## config.mk

```make
export PLATFORM = sky130hd
export DESIGN_NAME = seq_run_ctrl
export DESIGN_NICKNAME = d
export VERILOG_FILES = /design/src/rtl/seq_run_ctrl_pkg.sv /design/src/rtl/seq_run_ctrl_step_timer.sv /design/src/rtl/seq_run_ctrl.sv
export SDC_FILE = /design/constraint.sdc
export NUM_CORES = 1
export LEC_CHECK = 0
export BUFFER_PORTS_ARGS = -buffer_cell sky130_fd_sc_hd__clkbuf_2
export CORE_MARGIN = 5
export CORE_UTILIZATION = 57
export DETAILED_ROUTE_END_ITERATION = 6
export MAX_ROUTING_LAYER = met4
export PLACE_DENSITY = 0.8
export SETUP_SLACK_MARGIN = 0.2
export SLEW_MARGIN = 20
export SYNTH_ARGS = -nofsm -noshare
export SYNTH_HDL_FRONTEND = slang
export SYNTH_SLANG_ARGS = --single-unit
```

## constraint.sdc

```tcl
create_clock -name clk -period 2.5 [get_ports clk]
set_clock_uncertainty 0.15 [all_clocks]
set_input_delay 0.25 -clock clk [delete_from_list [all_inputs] [get_ports clk]]
set_output_delay 0.25 -clock clk [all_outputs]
set_load 0.05 [all_outputs]
```

## src/rtl/seq_run_ctrl_pkg.sv

```systemverilog
// seq_run_ctrl_pkg: controller states, run modes and the leg-reload rule
package seq_run_ctrl_pkg;
  typedef enum logic [1:0] {S_IDLE, S_RUN, S_HOLD, S_DONE} state_t;
  typedef enum logic [1:0] {MODE_ONCE, MODE_PINGPONG, MODE_LOOP, MODE_RSVD} mode_t;
  function automatic logic leg_reloads(input mode_t mode, input logic second_leg);
    return mode == MODE_LOOP || (mode == MODE_PINGPONG && !second_leg);
  endfunction
endpackage

```

## src/rtl/seq_run_ctrl_step_timer.sv

```systemverilog
// seq_run_ctrl_step_timer: rate prescaler plus per-leg step down-counter with load/freeze
module seq_run_ctrl_step_timer #(
  parameter int CNT_W = 8,
  parameter int DIV_W = 8
) (
  input  logic             clk,
  input  logic             rst,
  input  logic             clr,
  input  logic             load,
  input  logic             run,
  input  logic [CNT_W-1:0] ld_steps,
  input  logic [DIV_W-1:0] ld_div,
  output logic             tick,
  output logic             leg_end,
  output logic [CNT_W-1:0] steps_left
);
  logic [DIV_W-1:0] pre;
  assign tick = run && pre == '0 && steps_left != '0;
  assign leg_end = tick && steps_left == CNT_W'(1);
  always_ff @(posedge clk or negedge rst)
    if (!rst) begin
      pre <= '0;
      steps_left <= '0;
    end else if (clr) begin
      pre <= '0;
      steps_left <= '0;
    end else if (load) begin
      pre <= ld_div;
      steps_left <= ld_steps;
    end else if (tick) begin
      pre <= ld_div;
      steps_left <= steps_left - CNT_W'(1);
    end else if (run && pre != '0) begin
      pre <= pre - DIV_W'(1);
    end
endmodule

```

## src/rtl/seq_run_ctrl.sv

```systemverilog
// seq_run_ctrl: paces enable/up_down pulses to the up/down sequence generator over a commanded run
module seq_run_ctrl
  import seq_run_ctrl_pkg::*;
#(
  parameter int CNT_W = 8,
  parameter int DIV_W = 8
) (
  input  logic             clk,
  input  logic             rst,
  input  logic             start,
  input  logic             abort,
  input  logic             pause,
  input  logic [1:0]       mode,
  input  logic             dir,
  input  logic [CNT_W-1:0] steps,
  input  logic [DIV_W-1:0] div,
  output logic             enable,
  output logic             up_down,
  output logic             busy,
  output logic             done,
  output logic [CNT_W-1:0] steps_left
);
  state_t state, state_nxt;
  mode_t mode_q;
  logic [CNT_W-1:0] steps_q, ld_steps;
  logic [DIV_W-1:0] div_q, ld_div;
  logic second_leg, flip_q, t_load, t_run, tick, leg_end;
  assign ld_steps = state == S_IDLE ? steps : steps_q;
  assign ld_div = state == S_IDLE ? div : div_q;
  // a pending flip spends one pulse-free cycle turning up_down and reloading the leg
  assign t_load = !abort && (state == S_IDLE ? start : state == S_RUN && flip_q);
  assign t_run = !abort && state == S_RUN && !pause && !flip_q;
  seq_run_ctrl_step_timer #(.CNT_W(CNT_W), .DIV_W(DIV_W)) u_timer (
    .clk(clk),
    .rst(rst),
    .clr(abort),
    .load(t_load),
    .run(t_run),
    .ld_steps(ld_steps),
    .ld_div(ld_div),
    .tick(tick),
    .leg_end(leg_end),
    .steps_left(steps_left)
  );
  always_comb begin
    state_nxt = state;
    if (abort) state_nxt = S_IDLE;
    else
      case (state)
        S_IDLE: state_nxt = !start ? S_IDLE : steps == '0 ? S_DONE : S_RUN;
        S_RUN: state_nxt = pause ? S_HOLD : leg_end && !leg_reloads(mode_q, second_leg) ? S_DONE : S_RUN;
        S_HOLD: state_nxt = pause ? S_HOLD : S_RUN;
        default: state_nxt = S_IDLE;
      endcase
  end
  always_ff @(posedge clk or negedge rst)
    if (!rst) begin
      state <= S_IDLE;
      mode_q <= MODE_ONCE;
      steps_q <= '0;
      div_q <= '0;
      second_leg <= 1'b0;
      flip_q <= 1'b0;
      enable <= 1'b0;
      up_down <= 1'b1;
      busy <= 1'b0;
      done <= 1'b0;
    end else begin
      state <= state_nxt;
      enable <= tick;
      busy <= state_nxt != S_IDLE;
      done <= state == S_DONE && !abort;
      if (t_load && state == S_IDLE) begin
        mode_q <= mode_t'(mode);
        steps_q <= steps;
        div_q <= div;
        up_down <= dir;
        second_leg <= 1'b0;
        flip_q <= 1'b0;
      end
      if (t_load && state == S_RUN) begin
        up_down <= !up_down;
        flip_q <= 1'b0;
      end
      if (leg_end && leg_reloads(mode_q, second_leg)) begin
        flip_q <= 1'b1;
        second_leg <= 1'b1;
      end
    end
endmodule
```

==> run summary <==
Fmax: 0.426 GHz
Post-route ant nets: 0
Total global-route track usage: 22.3%
Seq/Total Area, Yosys: 43.2%
Critical Path RT: 2.54 ns
Multi-input logic area: 1350 um^2
RePlAce Congestion: 0.956
Post-synthesis average cell area: 10.4 um^2
Initial drt markers: 253
Yosys warns: 0
Core ar.: 4090 um^2
Top FF cell, synth: dfrtp_1
CP startpoint kind: register
Biggest area consumer among synthesized cells: dfrtp_1
Reg clk slew, reported paths: 0.08 ns
Async SR Flop Fraction: 100%
Compound-Gate Fraction of Synth Area: 19.0%
Layout area overhead: 22.2%
Die Wd: 75.4 um
Synth top area share: 42.1%
Final cell count without fillers: 345
MaxCap Viol Count: 0
WS Path Type: reg2reg
Syn Nets: 262
Drt first pass iters: 5
Antenna diode count: 0
Post-Route Setup TNS: 0 ns
Post-synthesis mux area share: 14.4%
WP buf/inv: 1
Clock buffer depth: 2
Most common cell after layout, fill and taps aside: dfrtp_1
Post-synthesis register bit count: 42
DRC: 0
Crit path DAT: 2.39 ns
Routed len/inst: 17.5 um
Die height: 75.4 um
Sequential Area: 1050 um^2
Synth Area in XOR/XNOR: 0%
Min-delay src: mode[0]
Grt ovf: 0
Mapped Cells: 234
CP Cell Sequence: inv_2, ha_4, or4b_4, o211ai_4, o21ai_4, mux2i_1, o32ai_1
Post-Synth Simple-Gate Area: 16.8%
# fillers: 283
Worst stage delay on the critical path: 0.51 ns
Most frequent cells in the layout: dfrtp_1 (39), clkbuf_2 (35), buf_4 (23)
Via count: 2205
Adder-cell share of the synthesized area: 2.05%
Die area: 5690 um^2
PortBufs: 35
DPL Wire Length: 4070 um
Number of endpoints failing setup at the final stage: 0
TritonCTS Buffers: 5
Worst Setup End Kind: register
EDFF count, synth: 0
CTS sink cnt: 42
Final instance area: 2980 um^2
Fin nets: 322
Outcome: completed
Largest net degree at the start of global routing: 28
RSZ-0062 raised after global routing: yes
Fin. max-slew vios: 0
Total I/O pin count: 36
Synth cell types: 51
CP Launch Point: u_timer.steps_left[0]
Initial antenna violation count: 0
Main combinational cell family by area after synthesis: compound AO/OA/AOI/OAI gates
Mapped Area: 2440 um^2
Final hold viol count: 0
Final Critical Period: 2.35 ns
Pleak: 1.36 nW
CTS H-tree depth: 2
Placed Cells: 320
Final Cycle Share: 93.9%
Share of cells above drive strength 1: 38.3%
Starting Density: 59.7%
Reg-to-reg startpoint: u_timer.steps_left[0]
Vias in the first global route: 1940
CTS root buf: clkbuf_8
Power Density: 968 nW/um^2
Max VDD drop: 0.591 mV
Post-DP Area: 2700 um^2
Worst Tran Pin Value: 0.678 ns
Slowest CP cell: or4b_4
Final Total Pwr: 2.88 mW
Top post-synthesis cells by area: dfrtp_1 (42%), mux2_2 (9.7%), mux2i_1 (4.1%)
Worst skew pair latency: 0.30 ns
Rows: 23
Clock tree from TritonCTS: built
HP Class: in2reg
Via/cell ratio: 6.39
First-pass GRT wire length: 9240 um
Detailed-route wire length: 6050 um
Max-slew headroom: 54.8%
CP Max Fanout: 6
Top Family by Delay on Critical Path: compound AO/OA/AOI/OAI gates
[sequential cells by signal, indices dropped and copies added (netlist names)]
register	flops
enable	1
u_timer.pre	8
up_down	1
u_timer.steps_left	8
state	2
done	1
div_q	8
second_leg	1
flip_q	1
steps_q	8
mode_q	2
busy	1
[cell usage after synthesis (2+ instances only)]
cell type,number
dfrtp_1,41
nor3_1,6
a22o_1,6
buf_6,4
a211oi_1,3
o22ai_1,5
a21o_1,2
nor2_1,12
nor4_1,5
a21oi_1,10
mux2i_1,10
clkbuf_1,4
nor2b_1,5
o21ai_0,18
inv_1,11
mux2_2,21
ha_1,4
nand4_1,2
a32o_1,5
nor4b_2,2
nand3_1,7
buf_2,2
nor2_2,2
nand2_1,16
nand2b_1,2
or3_1,4
[stage by stage]
step           worst slack (ns)  util, %  hold slack, ns
2_1_floorplan             0.110        -          -0.196
3_3_place_gp              0.222     66.2           0.168
3_5_place_dp              0.170     66.2           0.168
4_1_cts                   0.189     69.4          0.0416
5_1_grt                  0.0744     72.9          0.0488
6_report                  0.153     72.9          0.0397
[report_power, final]
| part | switching (mW) | internal [mW] |
|---|---|---|
| registers | 0.178 | 0.903 |
| logic | 0.769 | 0.580 |
| clock network | 0.231 | 0.223 |
| total | 1.18 | 1.71 |
[worst paths after layout]
| check | slack [ns] | to | cells after the start |
|---|---|---|---|
| min | 0.04 | mode_q[0] | 2 |
| max in group asynchronous | 1.16 | mode_q[0] | 3 |
| min in group asynchronous | 0.37 | u_timer.steps_left[3] | 2 |
| min reg2reg | 0.35 | steps_q[1] | 1 |
| max | 0.15 | u_timer.pre[7] | 7 |
| max reg2reg | 0.15 | u_timer.pre[7] | 7 |
[what timing repair did]
item | CTS | global route
cloned | 0 | 2
gates resized for setup | 0 | 11
pin swaps | 1 | 6
hold buffers | 2 | 0
endpoints found under the hold margin | 26 | 0
setup buffers | 3 | 10
endpoints found under the setup margin | 11 | 17
[cells by family (layout without fill, tap and decap cells)]
kind of cell / after synthesis / count (layout)
compound gates: 63 / 65
buf+inv: 21 / 80
simple gates: 72 / 72
flops: 42 / 42
fa+ha+maj: 4 / 4
mux: 32 / 32
[metal layers]
metal | wire [um] | share of wire [%] | track usage [%]
met1 | 2600 | 43 | 30.8
met2 | 2740 | 45 | 32.6
met3 | 549 | 9.1 | 5.15
met4 | 163 | 2.7 | 6.80
met5 | 0 | 0 | -
[final cells by class]
class                   count  share of cell area, %
flip-flops and latches     42                   35.4
clock inverters             1                  0.168
repair buffers             61                   12.7
well taps                  50                   2.10
inverters                  11                   1.47
multi-input cells         173                   45.3
clock buffers               7                   2.90
No activity file was read; power rests on OpenSTA's default activity.
